<file path="config.mk">
export PLATFORM = sky130hd
export DESIGN_NAME = axi_write_upsizer
export DESIGN_NICKNAME = d
export VERILOG_FILES = /design/src/rtl/axi_write_upsizer.sv
export SDC_FILE = /design/constraint.sdc
export NUM_CORES = 1
export LEC_CHECK = 0
export BUFFER_PORTS_ARGS = -buffer_cell sky130_fd_sc_hd__buf_2
export CAP_MARGIN = 20
export CORE_UTILIZATION = 52
export DETAILED_ROUTE_END_ITERATION = 10
export PLACE_DENSITY = 0.77
export SETUP_SLACK_MARGIN = 0.5
export SLEW_MARGIN = 0
export SYNTH_ARGS = -nofsm -noshare
export SYNTH_HDL_FRONTEND = slang
export SYNTH_SLANG_ARGS = --single-unit
</file>
<file path="constraint.sdc">
create_clock -name aclk -period 2.4 [get_ports aclk]
set_input_delay 0.36 -clock aclk [delete_from_list [all_inputs] [get_ports aclk]]
set_output_delay 0.36 -clock aclk [all_outputs]
set_load 0.01 [all_outputs]
</file>
<file path="src/rtl/axi_write_upsizer.sv">
// AXI write-channel upsizer: packs UPSIZE_RATIO narrow slave slices into one wide master beat.
// The packed beat sits in a single output register; a ratio of 1 degenerates to wires.
module axi_write_upsizer #(
  parameter int C_AXI_ID_WIDTH         = 8,
  parameter int C_AXI_SLAVE_DATA_WIDTH = 128,
  parameter int UPSIZE_RATIO           = 2
) (
  input  logic                                               aclk,
  input  logic                                               areset,
  input  logic [C_AXI_ID_WIDTH-1:0]                          s_axi_wid,
  input  logic [C_AXI_SLAVE_DATA_WIDTH-1:0]                  s_axi_wdata,
  input  logic [C_AXI_SLAVE_DATA_WIDTH/8-1:0]                s_axi_wstrb,
  input  logic                                               s_axi_wlast,
  input  logic                                               s_axi_wvalid,
  output logic                                               s_axi_wready,
  output logic [C_AXI_ID_WIDTH-1:0]                          m_axi_wid,
  output logic [UPSIZE_RATIO*C_AXI_SLAVE_DATA_WIDTH-1:0]     m_axi_wdata,
  output logic [UPSIZE_RATIO*C_AXI_SLAVE_DATA_WIDTH/8-1:0]   m_axi_wstrb,
  output logic                                               m_axi_wlast,
  output logic                                               m_axi_wvalid,
  input  logic                                               m_axi_wready
);

  localparam int SW = C_AXI_SLAVE_DATA_WIDTH;
  localparam int SB = SW / 8;
  localparam int R  = UPSIZE_RATIO;
  localparam int MW = R * SW;
  localparam int MB = R * SB;
  localparam int PW = (R > 1) ? $clog2(R) : 1;

  generate
    if (R == 1) begin : g_pass
      assign m_axi_wid    = s_axi_wid;
      assign m_axi_wdata  = s_axi_wdata;
      assign m_axi_wstrb  = s_axi_wstrb;
      assign m_axi_wlast  = s_axi_wlast;
      assign m_axi_wvalid = s_axi_wvalid;
      assign s_axi_wready = m_axi_wready;
    end else begin : g_pack
      localparam logic [PW-1:0] PTR_LAST = PW'(R - 1);

      logic [PW-1:0]             ptr_reg;
      logic [MW-1:0]             data_acc_reg;
      logic [MB-1:0]             strb_acc_reg;
      logic [C_AXI_ID_WIDTH-1:0] wid_acc_reg;
      logic [MW-1:0]             data_next;
      logic [MB-1:0]             strb_next;
      logic [C_AXI_ID_WIDTH-1:0] wid_next;
      logic                      m_valid_reg;
      logic                      m_last_reg;
      logic [MW-1:0]             m_data_reg;
      logic [MB-1:0]             m_strb_reg;
      logic [C_AXI_ID_WIDTH-1:0] m_wid_reg;
      logic                      accept;
      logic                      complete;

      // Ready only from the output register state, so a full register blocks intake.
      assign s_axi_wready = !m_valid_reg | m_axi_wready;
      assign accept       = s_axi_wvalid & s_axi_wready;
      assign complete     = accept & ((ptr_reg == PTR_LAST) | s_axi_wlast);
      assign wid_next     = (ptr_reg == '0) ? s_axi_wid : wid_acc_reg;

      // Beat as it would look with the current slice merged; slots above the pointer read as zero.
      for (genvar gi = 0; gi < R; gi++) begin : g_slot
        assign data_next[gi*SW +: SW] = (PW'(gi) == ptr_reg) ? s_axi_wdata
                                      : (PW'(gi) <  ptr_reg) ? data_acc_reg[gi*SW +: SW]
                                      : '0;
        assign strb_next[gi*SB +: SB] = (PW'(gi) == ptr_reg) ? s_axi_wstrb
                                      : (PW'(gi) <  ptr_reg) ? strb_acc_reg[gi*SB +: SB]
                                      : '0;
      end

      always_ff @(posedge aclk) begin
        if (areset) begin
          ptr_reg      <= '0;
          data_acc_reg <= '0;
          strb_acc_reg <= '0;
          wid_acc_reg  <= '0;
          m_valid_reg  <= 1'b0;
          m_last_reg   <= 1'b0;
          m_data_reg   <= '0;
          m_strb_reg   <= '0;
          m_wid_reg    <= '0;
        end else begin
          if (accept) begin
            if (complete) begin
              ptr_reg      <= '0;
              data_acc_reg <= '0;
              strb_acc_reg <= '0;
            end else begin
              ptr_reg      <= ptr_reg + 1'b1;
              data_acc_reg <= data_next;
              strb_acc_reg <= strb_next;
              wid_acc_reg  <= wid_next;
            end
          end
          // A completing slice is only accepted when the register is empty or draining.
          if (complete) begin
            m_valid_reg <= 1'b1;
            m_last_reg  <= s_axi_wlast;
            m_data_reg  <= data_next;
            m_strb_reg  <= strb_next;
            m_wid_reg   <= wid_next;
          end else if (m_axi_wready) begin
            m_valid_reg <= 1'b0;
          end
        end
      end

      assign m_axi_wvalid = m_valid_reg;
      assign m_axi_wlast  = m_last_reg;
      assign m_axi_wdata  = m_data_reg;
      assign m_axi_wstrb  = m_strb_reg;
      assign m_axi_wid    = m_wid_reg;
    end
  endgenerate

endmodule

</file>
# After elaboration in Yosys (flattened, before gate mapping)
# Index checks and enable logic that the tools add are counted.
[word_totals]
reg_bits = 595
out_inout_bits = 299
inputBits = 157
word_cells = 34
[classes]
reduce_logical = 3
bitwise_logic = 5
add_sub_neg = 1
n_mux = 14
order_cmp = 2
[ops]
columns = ["operator", "n"]
rows = [
  ["$mux W128", 4],
  ["$mux W256", 1],
  ["$mux W16", 4],
  ["$mux W32", 1],
  ["$mux W8", 1],
  ["$mux W1", 3],
  ["$and A1 B1 Y1", 2],
  ["$lt A1 B1 Y1 const A", 2],
  ["$or A1 B1 Y1", 2],
  ["$reduce_and A2 Y1", 1],
  ["$reduce_bool A2 Y1", 1],
  ["$add A1 B1 Y1 const B", 1],
  ["$logic_not A1 Y1", 1],
  ["$not A1 Y1", 1],
]

# Depth between registers and ports, before layout
# Gate-level depths: netlist (run 1).
[depth]
word_depth = 6
ltp_mapped = 6
depth_no_buf = 4

# Worst setup path after synthesis (run 1)
# No wires, ideal clock.
[synth_timing]
path_kind = "input port to flip-flop"
start = "in m_axi_wready"
end = "reg g_pack.m_data_reg[119], in the netlist m_axi_wdata[119]"
required_time_ns = 2.266
slack_ns = 0.597
path_buffers = 3
setup_time_ns = 0.134
stages = 6
t_arrival_ns = 1.669
path_cell_list = "and2b_2 > buf_1 > nor3_2 > buf_2 > buf_2 > a211oi_1"
[synth_via]
elab_chain_len = 3
[synth_lines]
columns = ["element", "line_no", "text"]
rows = [
  ["start: declaration", "21", "input logic m_axi_wready"],
  ["$or A1 B1 Y1", "58", "assign s_axi_wready = !m_valid_reg | m_axi_wready;"],
  ["$and A1 B1 Y1", "59", "assign accept = s_axi_wvalid & s_axi_wready;"],
  ["$and A1 B1 Y1", "60", "assign complete = accept & ((ptr_reg == PTR_LAST) | s_axi_wlast);"],
  ["end signal: assignment", "101", "m_data_reg <= data_next;"],
  ["end: declaration", "51", "logic [MW-1:0] m_data_reg;"],
]
# No other way between the ends.
# A chain may end at the register's enable or synchronous reset.

# Final worst setup path (run 1)
[layout_timing]
start = "reg g_pack.m_valid_reg, in the netlist m_axi_wvalid"
end = "out s_axi_wready"
[layout_via]
elab_chain_len = 2
[layout_lines]
columns = ["element", "line_no", "text"]
rows = [
  ["start: declaration", "49", "logic m_valid_reg;"],
  ["start signal: assignment", "79", "m_valid_reg <= 1'b0;"],
  ["start signal: assignment", "99", "m_valid_reg <= 1'b1;"],
  ["start signal: assignment", "105", "m_valid_reg <= 1'b0;"],
  ["$logic_not A1 Y1", "58", ""],
  ["$or A1 B1 Y1", "58", ""],
  ["end: declaration", "15", "output logic s_axi_wready,"],
]
# No other way between the ends.

==> impl_results.md, run 1 <==
- Core area: roughly 0.031 mm²
- Area grow syn2layout: 24.90%
- # port buffers: roughly 460
- Final WL: 47270 µm
- Die width: 178.1 µm
- Vias per cell: 6.224
- Post-Syn Area: about 0.016 mm²
- Final number of setup-violating endpoints: 0
- Sequential area share after synthesis: a little under three fifths
- Hold Crit Class: in2reg
- Initial antenna violation count: 6
- R2R cell count: 4
- Synth area leaders: dfxtp_1 (56%), a22o_1 (16%), mux2i_1 (9.4%), a211oi_1 (7.1%), a31oi_1 (5.9%)
- Clk_skew: 0.009883 ns
- Yosys cell types: 24
- Crit Path Max Fanout: 40
- RR Startpoint: g_pack.ptr_reg$_SDFFE_PP0P_
- Worst EP required: 2.04 ns
- Critical hold path startpoint: s_axi_wdata[111]
- Nets@finish: 1925
- Post-synth EDFFs: 0
- Vias in the first global route: 12970
- HPWL after detailed placement: between 20000 and 30000 µm
- Synth warnings: 0
- Status: finished, final reports clean
- WHS Path Cells: 2
- Final Max Tran Viols: 0
- FF+latch count, synth: approximately 450
- Max cap viols: 0
- Leakage: 8.647 nW
- Initial Util: 52.74%
- Fraction of layout cells with a size suffix above 1: approximately 31%
- Worst Setup Start Kind: flip-flop
- Worst Hold Path EP: m_axi_wdata[239]$_SDFFE_PP0P_
- Primary FF master, synth: dfxtp_1
- Die H: 178.1 µm
- WL per Instance: about 22 µm
- Max reg flops: roughly 260
- Synth top cells by count: dfxtp_1 (451), a22o_1 (288), a211oi_1 (152), a31oi_1 (152), mux2i_1 (152)
- F_max: 545.0 MHz
- Maximum clock path buffer count: 3
- Tcrit/Tclk final: between 70% and 80%
- Clk_lat worst skew: between 0.5 and 0.6 ns
- Largest net degree at the start of global routing: around 110
- Total negative slack: 0 ns
- Gr ovfl total: 0
- CTS root buf: clkbuf_16
- Met3 Usage GRT: 6.863%
- IO Count: roughly 460
- Gr busiest metal: met2
- Fin crit period: between 1.5 and 2 ns
- Synthesized instance count: 1405
- DRT antenna net count: 0
- Post-synth top area cell: dfxtp_1
- Top-count cell post-synth: dfxtp_1
- Syn nets: 1562
- Top cell type's share of synthesized area: 55.96%
- Met1 Use GR: between 30% and 40%
- Iteration-0 DRC Markers: 980
- Met2 usage: a little under half
- Peak VDD IR: about 500 µV
- Slew headroom: between 40% and 50%
- Htree depth: 2
- CTS tree: yes
- Clock sink count: 451
- Worst-margin pin slew: about 0.9 ns
- Ys async rst share: 0%
- Kind of critical path: reg2out
- Final instance area: a little over 0.02 mm²
- First-pass detailed-route iteration total: 5
- Clock transition at path regs: around 0.060 ns
- Endpoint type of the worst setup path: output port
- Final GP Congestion: 0.7764
- FF-to-FF setup slack: roughly 0.62 ns
- First-pass GRT wire length: 72570 µm
- DR vias: roughly 14000
- # DRC: 0
- Full die area: roughly 0.032 mm²
- CP arrival: 1.47 ns
- Post-place instance area: 0.01863 mm²
- RSZ-0062 raised after global routing: no
- Final Hold Fails: 0
- Cell Pwr Density: roughly 860 mW/mm²
- R2r endpoint: m_axi_wdata[32]$_SDFFE_PP0P_
- Hold buffers post-CTS: 0
- Total track usage: 28.52%
- TritonCTS Buffers: between 40 and 50
- Rows: 64
- Synthesized area per cell: about 11 µm²
## repair_timing
item,CTS,global route
resized for setup,2,3
endpoints found under the setup margin,207,64
buffers inserted,2,1
pin swaps,0,1
gates cloned,0,1
## layout make-up
type                    count  area [µm²]
well taps                 396       495.5
clock inverters            11       182.7
repair buffers            484        2683
inverters                   3       18.77
fillers                  2425       10440
clock buffers              65        1282
flip-flops and latches    451        9032
multi-input cells         783        6442
diodes                      5       12.51
## critical path: stages, from the launching register on
cell and delay, ns:
dfxtp_1 0.32, and2b_4 0.19, inv_8 0.23, buf_2 0.20
## logic make-up after synthesis
family / count (synthesis) / synth area share, %
mux: 152 / 9.431
flops: 451 / 55.96
simple gates: 17 / 0.8453
buf+inv: 171 / 4.266
compound gates: 614 / 29.49
## stage by stage
stage	power (W)	setup WS, ns	hold slack, ns	utilization, %	std cells
global placement	0.01030	0.3523	0.4530	60.89	2113
finish	0.01726	0.5652	0.07295	65.87	2198
global route	0.01787	0.5065	0.05944	65.87	2198
CTS	0.01735	0.5395	0.05375	65.74	2191
floorplan	0.009474	0.5967	0.4419	-	1405
detailed placement	0.01036	0.3084	0.4542	60.89	2113
## power breakdown
group / leakage [nW] / total, W / switching, W / internal [W]
Clock: 0.716 / 0.00702 / 0.00279 / 0.00423
Sequential: 3.68 / 0.00811 / 0.000212 / 0.00789
Combinational: 4.25 / 0.00213 / 0.00128 / 0.000852
Total: 8.65 / 0.0173 / 0.00428 / 0.0130
## layer usage
metal | wire length, µm | part of all wire (%) | vias to the layer above
met2 | 22440 | 47 | 594
met1 | 19520 | 41 | 6732
met3 | 3825 | 8.1 | 88
li1 | - | - | 6265
met4 | 1476 | 3.1 | 2
met5 | 8 | 0.017 | -
## cells in the final DEF, fill, tap and decap left out, types with 2 or more instances in the layout
master and instances:
buf_6 2, buf_2 453, nor4_4 2, bufinv_16 5, buf_12 12, dfxtp_1 450
nand4_1 8, clkbuf_1 13, diode_2 5, a22o_1 288, clkbuf_8 6, o31ai_1 9
a211oi_1 152, buf_4 15, clkbuf_16 47, nand3_1 2, a21oi_1 11, clkinv_2 5
a31oi_1 152, mux2i_1 152
## worst max-delay path by stage
| stage | from | to | slack [ns] | cells past startpoint |
|---|---|---|---|---|
| 6_report | m_axi_wvalid$_SDFFE_PP0P_ | s_axi_wready | 0.57 | 3 |
| 5_1_grt | m_axi_wvalid$_SDFFE_PP0P_ | s_axi_wready | 0.51 | 3 |
| 4_1_cts | m_axi_wvalid$_SDFFE_PP0P_ | s_axi_wready | 0.54 | 3 |
| 3_5_place_dp | m_axi_wready | m_axi_wstrb[25]$_SDFFE_PP0P_ | 0.31 | 6 |
| 3_3_place_gp | m_axi_wready | m_axi_wstrb[24]$_SDFFE_PP0P_ | 0.35 | 6 |
| 2_1_floorplan | m_axi_wready | m_axi_wdata[119]$_SDFFE_PP0P_ | 0.60 | 6 |
Power figures use the tool's default switching activity.
==> inputs of run 2 (changes only) <==
clock period = 1.75 ns   (was 2.4 ns; I/O delays follow)
==> impl_results.md, run 2 (synthesis results as in run 1) <==
- Initial Util: 52.74% (unchanged)
- IO Count: 456 (unchanged)
- First-pass detailed-route iteration total: 6 (was 5)
- Die H: 178.1 µm (unchanged)
- Crit Path Max Fanout: 34 (was 40)
- Max stage delay on crit path: 0.85 ns (was 0.32 ns)
- Largest net degree at the start of global routing: 102 (was 105)
- CP Cell Sequence: buf_4 -> buf_16 -> mux2i_1 -> a211oi_2 (was and2b_4 -> inv_8 -> buf_2)
- Iteration-0 DRC Markers: 2170 (was 980)
- Total track usage: 37.75% (was 28.52%)
- CP arrival: 2.59 ns (was 1.47 ns)
- Worst-margin pin slew: 0.9596 ns (was 0.8958 ns)
- Fraction of layout cells with a size suffix above 1: 53.23% (was 31.00%)
- Final worst slack: -0.5089 ns (was 0.5652 ns)
- Gr ovfl total: 0 (unchanged)
- Maximum clock path buffer count: 3 (unchanged)
- Final number of setup-violating endpoints: 16 (was 0)
- Worst EP required: 2.08 ns (was 2.04 ns)
- DRT antenna net count: 0 (unchanged)
- Most frequent cells in the layout: buf_6 (321), dfxtp_2 (290), a22o_1 (287) (was buf_2 (453), dfxtp_1 (450), a22o_1 (288))
- F_max: ~440 MHz
- Clock sink count: 451 (unchanged)
- Max stage delay cell, worst path: mux2i_1 (was dfxtp_1)
- Endpoint type of the worst setup path: flip-flop (was output port)
- Area grow syn2layout: 71.63% (was 24.90%)
- Final Hold Fails: 0 (unchanged)
- Dpl ws: 0.01575 ns (was 0.3084 ns)
- Hold Crit Class: in2reg (unchanged)
- Rows: 64 (unchanged)
- RSZ-0062 raised after global routing: yes (was no)
- Post-place instance area: 0.01924 mm² (was 0.01863 mm²)
- Fin crit period: around 2.3 ns
- Clock transition at path regs: 0.06 ns (about the same)
- TritonCTS Buffers: 44 (was 45)
- DR vias: 18180 (was 13680)
- Cell Pwr Density: 984.3 mW/mm² (was 856.4 mW/mm²)
- Slew headroom: 34.19% (was 40.28%)
- Final core occ: 90.52% (was 65.87%)
- Core area: 0.03059 mm² (unchanged)
- Final WL: 85970 µm (was 47270 µm)
- CTS root buf: clkbuf_16 (unchanged)
- Final GP Congestion: 0.8316 (was 0.7764)
- Max reg flops: 256 (unchanged)
- Full die area: 0.03173 mm² (unchanged)
- Vias per cell: 7.164 (was 6.224)
- Kind of critical path: reg2reg (was reg2out)
- WL per Instance: 33.89 µm (was 21.51 µm)
- Status: finished with violations (was finished, final reports clean)
- Die width: 178.1 µm (unchanged)
- Clk_lat worst skew: 0.55 ns (was 0.53 ns)
- Final Max Tran Viols: 0 (unchanged)
- Peak VDD IR: 757.3 µV (was 490.5 µV)
- Failing checks: negative setup slack
- Max cap viols: 0 (unchanged)
- First-pass GRT wire length: 92490 µm (was 72570 µm)
- # DRC: 0 (unchanged)
- HPWL after detailed placement: 30440 µm (was 28880 µm)
- Nets@finish: 2262 (was 1925)
- Initial antenna violation count: 9 (was 6)
- # port buffers: 455 (unchanged)
- CTS tree: yes (unchanged)
- Vias in the first global route: 16060 (was 12970)
- Leakage: 11.48 nW (was 8.647 nW)
- Final instance area: 0.02769 mm² (was 0.02015 mm²)
- Tcrit/Tclk final: 129.1%
- Worst Setup Start Kind: flip-flop (unchanged)
- Most common cell after layout, fill and taps aside: buf_6 (was buf_2)
- Htree depth: 2 (unchanged)
- Clk_skew: 0.02263 ns (was 0.009883 ns)
==> run 2: cell types whose count changed in the layout (fill, tap and decap cells not counted), moves of 21 or more <==
cell           before  now
buf_6               2  321
dfxtp_1           450  152
buf_2             453  157
dfxtp_2             0  290
dlygate4sd3_1       0  136
buf_4              15   87
a211oi_1          152   94
a211oi_2            0   58
buf_16              0   41
buf_12             12   33
==> run 2: through the flow <==
step                setup TNS (ns)  hold WS [ns]  instances  power (W)
floorplan                        0        0.3880       1405    0.01315
global placement                 0        0.4537       2141    0.01436
detailed placement               0        0.4540       2141    0.01443
CTS                              0     0.0003189       2433    0.02516
global route                -2.457       0.01039       2534    0.02771
finish                      -2.001      0.009767       2537    0.02725
==> run 2: where the power goes <==
| part | internal (W) | total [W] | switching, W |
|---|---|---|---|
| Sequential | 0.0109 | 0.0114 | 0.000487 |
| Combinational | 0.00277 | 0.00554 | 0.00276 |
| Clock | 0.00597 | 0.0103 | 0.00436 |
==> run 2: layout make-up <==
class	instances	area, µm²
antenna	5	12.51
clock buffer	67	1329
clock inverter	10	181.4
fill	1028	2900
inverter	3	18.77
multi-input combinational	783	6902
sequential	451	9425
tap	396	495.5
timing repair buffer	822	9325
==> run 2: worst paths after layout <==
path	startpoint	to	slack (ns)	depth (start not counted)
worst max register to register	g_pack.ptr_reg$_SDFFE_PP0P_	m_axi_wdata[27]$_SDFFE_PP0P_	-0.51	4
worst min register to register	g_pack.data_acc_reg[50]$_SDFFE_PP0P_	g_pack.data_acc_reg[50]$_SDFFE_PP0P_	0.48	1
worst max-delay path	g_pack.ptr_reg$_SDFFE_PP0P_	m_axi_wdata[27]$_SDFFE_PP0P_	-0.51	4
worst min-delay path	s_axi_wdata[51]	g_pack.data_acc_reg[51]$_SDFFE_PP0P_	0.01	2
==> run 2: critical path, delay by kind of cell (launching register included) <==
family                 cells  cell delay (ns)
buffers and inverters      2             0.39
flip-flops                 1             0.38
AO/OA/AOI/OAI              1             0.37
multiplexers               1             0.85
==> run 2: layer usage <==
layer | up-vias | global-route usage (%) | wire (µm)
met5 | - | 0 | 119
met2 | 1826 | 61.71 | 38150
met1 | 8645 | 45.68 | 27110
met4 | 12 | 20.73 | 8760
li1 | 6967 | - | -
met3 | 726 | 8.973 | 11830
==> run 2: repair_timing <==
action | in CTS | in global routing
endpoints found under the setup margin | 749 | 750
hold endpoints to repair | 236 | 0
buffers inserted | 39 | 79
resized for setup | 89 | 706
pin swaps | 50 | 114
cloned | 40 | 20
hold buffers | 136 | 0
